### config.mk
export PLATFORM = sky130hd
export DESIGN_NAME = btb_predictor_param_flat
export DESIGN_NICKNAME = d
export VERILOG_FILES = /design/src/rtl/bp_pkg.sv /design/src/rtl/btb_predictor_param_if.sv /design/src/rtl/bp_pht.sv /design/src/rtl/btb_predictor_param.sv /design/src/flat_wrapper.sv
export SDC_FILE = /design/constraint.sdc
export NUM_CORES = 2
export LEC_CHECK = 0
export ABC_CLOCK_PERIOD_IN_PS = 56200
export CORE_MARGIN = 3
export CORE_UTILIZATION = 38
export CTS_BUF_LIST = sky130_fd_sc_hd__clkbuf_4
export DETAILED_ROUTE_END_ITERATION = 10
export GPL_TIMING_DRIVEN = 1
export RECOVER_POWER = 100
export SETUP_SLACK_MARGIN = 0.5
export SYNTH_ARGS = -nofsm -noshare
export SYNTH_HDL_FRONTEND = slang
export SYNTH_SLANG_ARGS = --single-unit
### constraint.sdc
create_clock -name i_clk -period 56.2 [get_ports i_clk]
set_input_delay 11.24 -clock i_clk [delete_from_list [all_inputs] [get_ports i_clk]]
set_output_delay 11.24 -clock i_clk [all_outputs]
set_load 0.02 [all_outputs]
### src/rtl/bp_pkg.sv
// Shared types and helpers for the fetch-stage branch predictor.
//   btb_entry_t : one BTB line {valid, tag, target, is_jump}. The tag field is
//                 sized for the smallest legal BTB. Narrower tags are stored
//                 zero-extended.
//   ctr_rst     : reset value of a CTR_BITS-wide counter (weakly not-taken).
//   ctr_next    : saturating increment/decrement of a counter.
// Counters are handled in a CTR_MAX_W-wide container, so CTR_BITS <= CTR_MAX_W.
package bp_pkg;

  localparam int ADDR_W    = 32;
  localparam int CTR_MAX_W = 8;

  // Index widths for the default geometry. Modules re-derive them from
  // their own parameters.
  localparam int BTB_IDX_W_DEF = $clog2(16);
  localparam int PHT_IDX_W_DEF = $clog2(64);

  typedef struct packed {
    logic        valid;
    logic [29:0] tag;
    logic [31:0] target;
    logic        is_jump;
  } btb_entry_t;

  function automatic logic [CTR_MAX_W-1:0] ctr_max(input int bits);
    return {CTR_MAX_W{1'b1}} >> (CTR_MAX_W - bits);
  endfunction

  function automatic logic [CTR_MAX_W-1:0] ctr_rst(input int bits);
    return ctr_max(bits) >> 1;
  endfunction

  function automatic logic [CTR_MAX_W-1:0] ctr_next(input logic [CTR_MAX_W-1:0] ctr,
                                                    input logic taken,
                                                    input int bits);
    if (taken)
      return (ctr == ctr_max(bits)) ? ctr : ctr + 1'b1;
    else
      return (ctr == '0) ? ctr : ctr - 1'b1;
  endfunction

endpackage

### src/rtl/btb_predictor_param_if.sv
// Fetch/execute bundle between the pipeline and the branch predictor.
//   fetch   : i_pc_f -> o_hit_f, o_pred_taken_f, o_pred_target_f
//   execute : i_valid_e, i_pc_e, i_is_branch_e, i_is_jump_e, i_taken_e,
//             i_target_e, i_pred_taken_e, i_pred_target_e
//             -> o_mispredict_e, o_redirect_pc_e
//   perf    : o_branch_cnt, o_mispred_cnt
// master = pipeline side, slave = predictor side.
interface btb_predictor_param_if #(
  parameter int PERF_BITS = 16
);
  logic [31:0]          i_pc_f;
  logic                 o_hit_f;
  logic                 o_pred_taken_f;
  logic [31:0]          o_pred_target_f;
  logic                 i_valid_e;
  logic [31:0]          i_pc_e;
  logic                 i_is_branch_e;
  logic                 i_is_jump_e;
  logic                 i_taken_e;
  logic [31:0]          i_target_e;
  logic                 i_pred_taken_e;
  logic [31:0]          i_pred_target_e;
  logic                 o_mispredict_e;
  logic [31:0]          o_redirect_pc_e;
  logic [PERF_BITS-1:0] o_branch_cnt;
  logic [PERF_BITS-1:0] o_mispred_cnt;

  modport master (
    output i_pc_f, i_valid_e, i_pc_e, i_is_branch_e, i_is_jump_e, i_taken_e,
           i_target_e, i_pred_taken_e, i_pred_target_e,
    input  o_hit_f, o_pred_taken_f, o_pred_target_f, o_mispredict_e,
           o_redirect_pc_e, o_branch_cnt, o_mispred_cnt
  );

  modport slave (
    input  i_pc_f, i_valid_e, i_pc_e, i_is_branch_e, i_is_jump_e, i_taken_e,
           i_target_e, i_pred_taken_e, i_pred_target_e,
    output o_hit_f, o_pred_taken_f, o_pred_target_f, o_mispredict_e,
           o_redirect_pc_e, o_branch_cnt, o_mispred_cnt
  );
endinterface

### src/rtl/bp_pht.sv
// Pattern history table of saturating counters.
//   i_idx_f      : fetch PC index bits pc[PB+1:2]
//   o_ctr_msb_f  : MSB of the addressed counter (async read)
//   i_upd_e      : update strobe for a resolved conditional branch
//   i_idx_e      : execute PC index bits
//   i_taken_e    : resolved outcome
// Optional macro BP_GSHARE_EN: both indices are XORed with a non-speculative
// global history register that shifts in each resolved branch outcome.
module bp_pht
  import bp_pkg::*;
#(
  parameter int PHT_ENTRIES = 64,
  parameter int CTR_BITS    = 2,
  parameter int GHR_BITS    = 6,
  localparam int PB         = $clog2(PHT_ENTRIES)
) (
  input  logic          i_clk,
  input  logic          i_rst,
  input  logic [PB-1:0] i_idx_f,
  output logic          o_ctr_msb_f,
  input  logic          i_upd_e,
  input  logic [PB-1:0] i_idx_e,
  input  logic          i_taken_e
);

  localparam logic [CTR_BITS-1:0] CTR_RST = CTR_BITS'(ctr_rst(CTR_BITS));

  logic [CTR_BITS-1:0] ctr [PHT_ENTRIES];
  logic [PB-1:0]       rd_idx;
  logic [PB-1:0]       wr_idx;
  logic [CTR_BITS-1:0] ctr_nxt;

`ifdef BP_GSHARE_EN
  logic [GHR_BITS-1:0] ghr;

  always_ff @(posedge i_clk or posedge i_rst) begin
    if (i_rst)
      ghr <= '0;
    else if (i_upd_e)
      ghr <= GHR_BITS'({ghr, i_taken_e});
  end

  assign rd_idx = i_idx_f ^ PB'(ghr);
  assign wr_idx = i_idx_e ^ PB'(ghr);
`else
  localparam int GHR_BITS_UNUSED = GHR_BITS;
  assign rd_idx = i_idx_f;
  assign wr_idx = i_idx_e;
`endif

  assign o_ctr_msb_f = ctr[rd_idx][CTR_BITS-1];
  assign ctr_nxt     = CTR_BITS'(ctr_next(CTR_MAX_W'(ctr[wr_idx]), i_taken_e, CTR_BITS));

  always_ff @(posedge i_clk or posedge i_rst) begin
    if (i_rst) begin
      for (int i = 0; i < PHT_ENTRIES; i++)
        ctr[i] <= CTR_RST;
    end else if (i_upd_e) begin
      ctr[wr_idx] <= ctr_nxt;
    end
  end

endmodule

### src/rtl/btb_predictor_param.sv
// Fetch-stage branch predictor: direct-mapped BTB plus a PHT of saturating
// counters (bp_pht). Fetch lookup is combinational. Execute resolution
// produces the mispredict/redirect and updates both tables at the clock edge.
// A lookup in the same cycle as an update sees the old contents.
// Ports: i_clk, i_rst (async, active-high), bus (btb_predictor_param_if.slave).
// Optional macro BP_GSHARE_EN: gshare indexing inside bp_pht.
// The PERF_BITS value must match the one given to the interface instance.
module btb_predictor_param
  import bp_pkg::*;
#(
  parameter int BTB_ENTRIES = 16,
  parameter int PHT_ENTRIES = 64,
  parameter int CTR_BITS    = 2,
  parameter int GHR_BITS    = 6,
  parameter int PERF_BITS   = 16
) (
  input  logic                  i_clk,
  input  logic                  i_rst,
  btb_predictor_param_if.slave  bus
);

  localparam int IB = $clog2(BTB_ENTRIES);
  localparam int PB = $clog2(PHT_ENTRIES);

  btb_entry_t           btb [BTB_ENTRIES];
  btb_entry_t           ent_f;
  logic [IB-1:0]        idx_f;
  logic [IB-1:0]        idx_e;
  logic [29:0]          tag_f;
  logic [29:0]          tag_e;
  logic                 hit_f;
  logic                 ctr_msb_f;
  logic                 pred_f;
  logic                 res_e;
  logic                 mis_e;
  logic                 pht_upd_e;
  logic [PERF_BITS-1:0] branch_cnt;
  logic [PERF_BITS-1:0] mispred_cnt;
  logic [1:0]           unused_pc_lsb;

  assign unused_pc_lsb = bus.i_pc_f[1:0];

  // Fetch lookup
  assign idx_f = bus.i_pc_f[IB+1:2];
  assign tag_f = 30'(bus.i_pc_f[31:IB+2]);
  assign ent_f = btb[idx_f];
  assign hit_f  = ent_f.valid && (ent_f.tag == tag_f);
  assign pred_f = hit_f && (ent_f.is_jump || ctr_msb_f);

  assign bus.o_hit_f         = !i_rst && hit_f;
  assign bus.o_pred_taken_f  = !i_rst && pred_f;
  assign bus.o_pred_target_f = (!i_rst && pred_f) ? ent_f.target : 32'd0;

  // Execute resolution
  assign idx_e = bus.i_pc_e[IB+1:2];
  assign tag_e = 30'(bus.i_pc_e[31:IB+2]);
  assign res_e = bus.i_valid_e && (bus.i_is_branch_e || bus.i_is_jump_e);
  assign mis_e = res_e && ((bus.i_pred_taken_e != bus.i_taken_e) ||
                           (bus.i_taken_e && (bus.i_pred_target_e != bus.i_target_e)));
  // Both flags high is treated as a jump, so such an op leaves the PHT alone.
  assign pht_upd_e = res_e && bus.i_is_branch_e && !bus.i_is_jump_e;

  assign bus.o_mispredict_e  = !i_rst && mis_e;
  assign bus.o_redirect_pc_e = (!i_rst && res_e) ?
                               (bus.i_taken_e ? bus.i_target_e : bus.i_pc_e + 32'd4) : 32'd0;

  bp_pht #(
    .PHT_ENTRIES (PHT_ENTRIES),
    .CTR_BITS    (CTR_BITS),
    .GHR_BITS    (GHR_BITS)
  ) u_pht (
    .i_clk       (i_clk),
    .i_rst       (i_rst),
    .i_idx_f     (bus.i_pc_f[PB+1:2]),
    .o_ctr_msb_f (ctr_msb_f),
    .i_upd_e     (pht_upd_e),
    .i_idx_e     (bus.i_pc_e[PB+1:2]),
    .i_taken_e   (bus.i_taken_e)
  );

  // BTB update: allocate/overwrite only on taken, never on not-taken
  always_ff @(posedge i_clk or posedge i_rst) begin
    if (i_rst) begin
      for (int i = 0; i < BTB_ENTRIES; i++)
        btb[i] <= '0;
    end else if (res_e && bus.i_taken_e) begin
      btb[idx_e] <= '{valid: 1'b1, tag: tag_e, target: bus.i_target_e,
                      is_jump: bus.i_is_jump_e};
    end
  end

  // Performance counters, saturating at all-ones
  always_ff @(posedge i_clk or posedge i_rst) begin
    if (i_rst) begin
      branch_cnt  <= '0;
      mispred_cnt <= '0;
    end else begin
      if (res_e && !(&branch_cnt))
        branch_cnt <= branch_cnt + 1'b1;
      if (mis_e && !(&mispred_cnt))
        mispred_cnt <= mispred_cnt + 1'b1;
    end
  end

  assign bus.o_branch_cnt  = branch_cnt;
  assign bus.o_mispred_cnt = mispred_cnt;

endmodule

### src/flat_wrapper.sv
// flat-port wrapper written by rule: the top's interface ports become plain ports
module btb_predictor_param_flat import bp_pkg::*;
#(
  parameter int BTB_ENTRIES = 16,
  parameter int PHT_ENTRIES = 64,
  parameter int CTR_BITS    = 2,
  parameter int GHR_BITS    = 6,
  parameter int PERF_BITS   = 16
)
  (i_clk, i_rst, bus_i_pc_f, bus_i_valid_e, bus_i_pc_e, bus_i_is_branch_e, bus_i_is_jump_e, bus_i_taken_e, bus_i_target_e, bus_i_pred_taken_e, bus_i_pred_target_e, bus_o_hit_f, bus_o_pred_taken_f, bus_o_pred_target_f, bus_o_mispredict_e, bus_o_redirect_pc_e, bus_o_branch_cnt, bus_o_mispred_cnt);
  btb_predictor_param_if #(.PERF_BITS(PERF_BITS)) bus_i ();
  input  logic i_clk;
  input  logic i_rst;
  input wire logic [$bits(bus_i.i_pc_f)-1:0] bus_i_pc_f;
  input wire logic [$bits(bus_i.i_valid_e)-1:0] bus_i_valid_e;
  input wire logic [$bits(bus_i.i_pc_e)-1:0] bus_i_pc_e;
  input wire logic [$bits(bus_i.i_is_branch_e)-1:0] bus_i_is_branch_e;
  input wire logic [$bits(bus_i.i_is_jump_e)-1:0] bus_i_is_jump_e;
  input wire logic [$bits(bus_i.i_taken_e)-1:0] bus_i_taken_e;
  input wire logic [$bits(bus_i.i_target_e)-1:0] bus_i_target_e;
  input wire logic [$bits(bus_i.i_pred_taken_e)-1:0] bus_i_pred_taken_e;
  input wire logic [$bits(bus_i.i_pred_target_e)-1:0] bus_i_pred_target_e;
  output wire logic [$bits(bus_i.o_hit_f)-1:0] bus_o_hit_f;
  output wire logic [$bits(bus_i.o_pred_taken_f)-1:0] bus_o_pred_taken_f;
  output wire logic [$bits(bus_i.o_pred_target_f)-1:0] bus_o_pred_target_f;
  output wire logic [$bits(bus_i.o_mispredict_e)-1:0] bus_o_mispredict_e;
  output wire logic [$bits(bus_i.o_redirect_pc_e)-1:0] bus_o_redirect_pc_e;
  output wire logic [$bits(bus_i.o_branch_cnt)-1:0] bus_o_branch_cnt;
  output wire logic [$bits(bus_i.o_mispred_cnt)-1:0] bus_o_mispred_cnt;
  assign bus_i.i_pc_f = bus_i_pc_f;
  assign bus_i.i_valid_e = bus_i_valid_e;
  assign bus_i.i_pc_e = bus_i_pc_e;
  assign bus_i.i_is_branch_e = bus_i_is_branch_e;
  assign bus_i.i_is_jump_e = bus_i_is_jump_e;
  assign bus_i.i_taken_e = bus_i_taken_e;
  assign bus_i.i_target_e = bus_i_target_e;
  assign bus_i.i_pred_taken_e = bus_i_pred_taken_e;
  assign bus_i.i_pred_target_e = bus_i_pred_target_e;
  assign bus_o_hit_f = bus_i.o_hit_f;
  assign bus_o_pred_taken_f = bus_i.o_pred_taken_f;
  assign bus_o_pred_target_f = bus_i.o_pred_target_f;
  assign bus_o_mispredict_e = bus_i.o_mispredict_e;
  assign bus_o_redirect_pc_e = bus_i.o_redirect_pc_e;
  assign bus_o_branch_cnt = bus_i.o_branch_cnt;
  assign bus_o_mispred_cnt = bus_i.o_mispred_cnt;
  btb_predictor_param #(.BTB_ENTRIES(BTB_ENTRIES), .PHT_ENTRIES(PHT_ENTRIES), .CTR_BITS(CTR_BITS), .GHR_BITS(GHR_BITS), .PERF_BITS(PERF_BITS)) u_core (.i_clk(i_clk), .i_rst(i_rst), .bus(bus_i));
endmodule
==> impl_metrics.toml <==
[grt]
met1_usage = 0.3011
grt_pass1_vias = 36070
use_met2 = 0.3350
grt_max_degree = 178
grtUsageMet3 = 0.04681
antenna_found_initial = 10
grt_pass1_wl_um = 235300
grt-ovfl-total = 0
track_usage = 0.2146
gr-max-usage-layer = "met2"

[flow_run]
maxCapViolations = 51

[floorplanning]
io_pins = 234
start_util = 0.3839
row_count = 137
core_um2 = 140000
dieArea_um2 = 146000
die_w_um = 382.1
die_h_um = 382.1

[run_status]
status = "finished with violations"
violations = "max-capacitance violations, max-slew violations"

[yosys]
syn-cell-area_um2 = 53760
synthCells = 3832
yosysTopAreaCellShare = 0.4916
synth_ff_type = "dfrtp_1"
syn-num-nets = 3973
synth.avg_cell_area_um2 = 14.03
synth_top_area_cell = "dfrtp_1"
yosys_warnings = 0
async_flop_share = 1.000
ys_seq_elements = 1120
synthDistinctLibCells = 73
yosysSeqAreaShare = 0.5228
synth.top_cells.by_area = "dfrtp_1 49%, mux2_2 20%, mux4_2 11%, dfstp_2 3.1%, mux2i_1 2.2%"
synth_edf_count = 0

[drt]
vias_per_cell = 5.548
wirelength_um = 156600
postRouteAntennaNets = 0
dr_total_vias = 34450
drt_first_iter_violations = 2414
drc_errors = 0
first_pass_iters = 8
post_drt_wl_per_cell_um = 25.22

[cts]
cts_root_buf = "clkbuf_4"
cts.path.max_buffers = 4
cts.reportedPaths.clkPinSlew_ns = 0.06
post_cts_resized = 0
cts.sinks = 1120
htree_num_levels = 5
cts_hold_buf = 0
cts_tree = "built"
clock_latency_ns = 1.23
cts_buffers = 322
cts_setup_buffers = 0

[finish]
multi_input_area_um2 = 23970
regArea_um2 = 28110
nets = 4260
fill_cells = 12990
layoutNonFillerInstCount = 6209
layout-drive-gt1-share = 0.4385
area_delta_synth_final_pct = 14.07
final_area_um2 = 61320

[worst_setup_path]
critPathKind = "in -> out"
crit_required_ns = 44.96
crit_fanout = 71
cp-end-kind = "output port"
start_kind = "input pin"
arrival_ns = 22.61
r2r_cells = 8

[timing]
setup_tns_ns = 0
max_freq_ghz = 0.02955
period_needed_ns = 33.85
hold_viol = 0
drv_slew = 2378
hold_ws_ns = 0.4607
rsz0062_at_grt = "no"
setup_viol = 0
max-slew-margin-rel = -5.279
clock_skew_ns = 0.07078
worst_slew_pin_slew_ns = 9.419
fin_crit_sh = 0.6022

[place]
dpl.hpwl_um = 93260
port_buffers = 231
place_area_um2 = 57690
placedCellCount = 5671
gp_congestion = 0.8169

[power_and_ir_drop]
peakVddDrop_mv = 0.02052
p_leak_nw = 27.11
powerDensity_nw_per_um2 = 34.11
p_total_w = 0.002091

[hold_path]
hold_depth = 1
min_path_type = "reg -> reg"
-- metrics by stage --
stage                     utilization  setup WS [ns]
after CTS                      0.4400          28.50
after global routing           0.4378          21.09
final                          0.4379          22.35
after floorplan                     -          6.652
after detailed placement       0.4119          28.50
after global placement         0.4119          28.52
-- final cells by class --
| type | instances | area share |
|---|---|---|
| sequential | 1120 | 0.4584 |
| inverter | 18 | 0.001122 |
| multi-input combinational | 2329 | 0.3909 |
| antenna | 7 | 0.0002857 |
| clock inverter | 38 | 0.003734 |
| timing repair buffer | 328 | 0.04693 |
| clock buffer | 493 | 0.06036 |
| tap | 1876 | 0.03828 |
-- sequential cells by signal, indices dropped and copies added (netlist names) --
signal                    count
u_core.bus.o_mispred_cnt     16
u_core.u_pht.ctr            128
u_core.btb                  960
u_core.bus.o_branch_cnt      16
-- where the power goes --
| part | switching (W) | internal (W) | total, W | leakage [nW] |
|---|---|---|---|---|
| sequential | 0.0000649 | 0.000938 | 0.00100 | 14.4 |
| combinational | 0.000147 | 0.000192 | 0.000339 | 10.3 |
| clock | 0.000342 | 0.000408 | 0.000750 | 2.39 |
| total | 0.000553 | 0.00154 | 0.00209 | 27.1 |
-- worst paths after layout --
check                                     startpoint                      end  slack, ns
worst max register to register  u_core.u_pht.ctr[75]     u_core.u_pht.ctr[78]      51.41
worst max-delay path                   bus_i_pc_f[2]  bus_o_pred_target_f[27]      22.35
max in group asynchronous                      i_rst     u_core.u_pht.ctr[31]      25.16
min in group asynchronous                      i_rst          u_core.btb[695]      12.38
worst min-delay path                 u_core.btb[191]          u_core.btb[191]       0.46
worst min register to register       u_core.btb[191]          u_core.btb[191]       0.46
-- cell usage after synthesis (18+ instances only) --
library cell	n
dfrtp_1	1056
mux2_2	942
mux4_2	265
clkbuf_1	259
nand2_1	251
nor2_1	121
mux2i_1	118
o21ai_0	113
xnor2_1	77
dfstp_2	64
a21oi_1	57
buf_2	47
xor2_1	44
nand3_1	39
nor4_2	30
buf_1	28
a22oi_1	19
nand4_1	19
and3_1	18
-- layer usage --
metal  vias up  wire, µm
met4         4      3145
met5         -        27
met3       240     10130
met1     18330     70390
met2      1107     72860
li1      14760         -
-- placed cells by master, fill, tap and decap left out, types with 18 or more instances in the layout --
cell,n
dfrtp_1,1056
buf_4,54
nor2_1,117
dlygate4sd3_1,99
a21oi_1,57
dfstp_2,64
clkbuf_4,493
xor2_1,44
clkinv_1,27
o21ai_0,113
nand3_1,38
a22oi_1,19
nand2_1,251
nor4_2,29
xnor2_1,77
mux2_2,942
nand4_1,19
and3_1,18
clkbuf_1,44
clkdlybuf4s50_1,124
mux4_2,265
mux2i_1,118
-- critical path, cell delays in order --
cell and delay (ns):
clkbuf_1 4.36, clkbuf_1 2.62, nor2b_1 0.85, a221oi_1 0.71
xor2_1 0.13, o31a_1 0.25, or4_2 0.63, buf_4 0.30
nor4_2 0.43, dlygate4sd3_1 0.74
-- cell families (layout without fill, tap and decap cells) --
kind of cell               Yosys count  after routing  synth area share
muxes                             1340           1340            0.3376
xor gates and xnor gates           121            121           0.01971
adders and majority gates            8              8          0.001769
AOI/OAI and AO/OA                  271            271           0.03079
buffers and inverters              383            877           0.03226
DFF                               1120           1120            0.5228
other                                0              7                 0
and+or+nand+nor                    589            589           0.05498
Power figures use the tool's default switching activity.
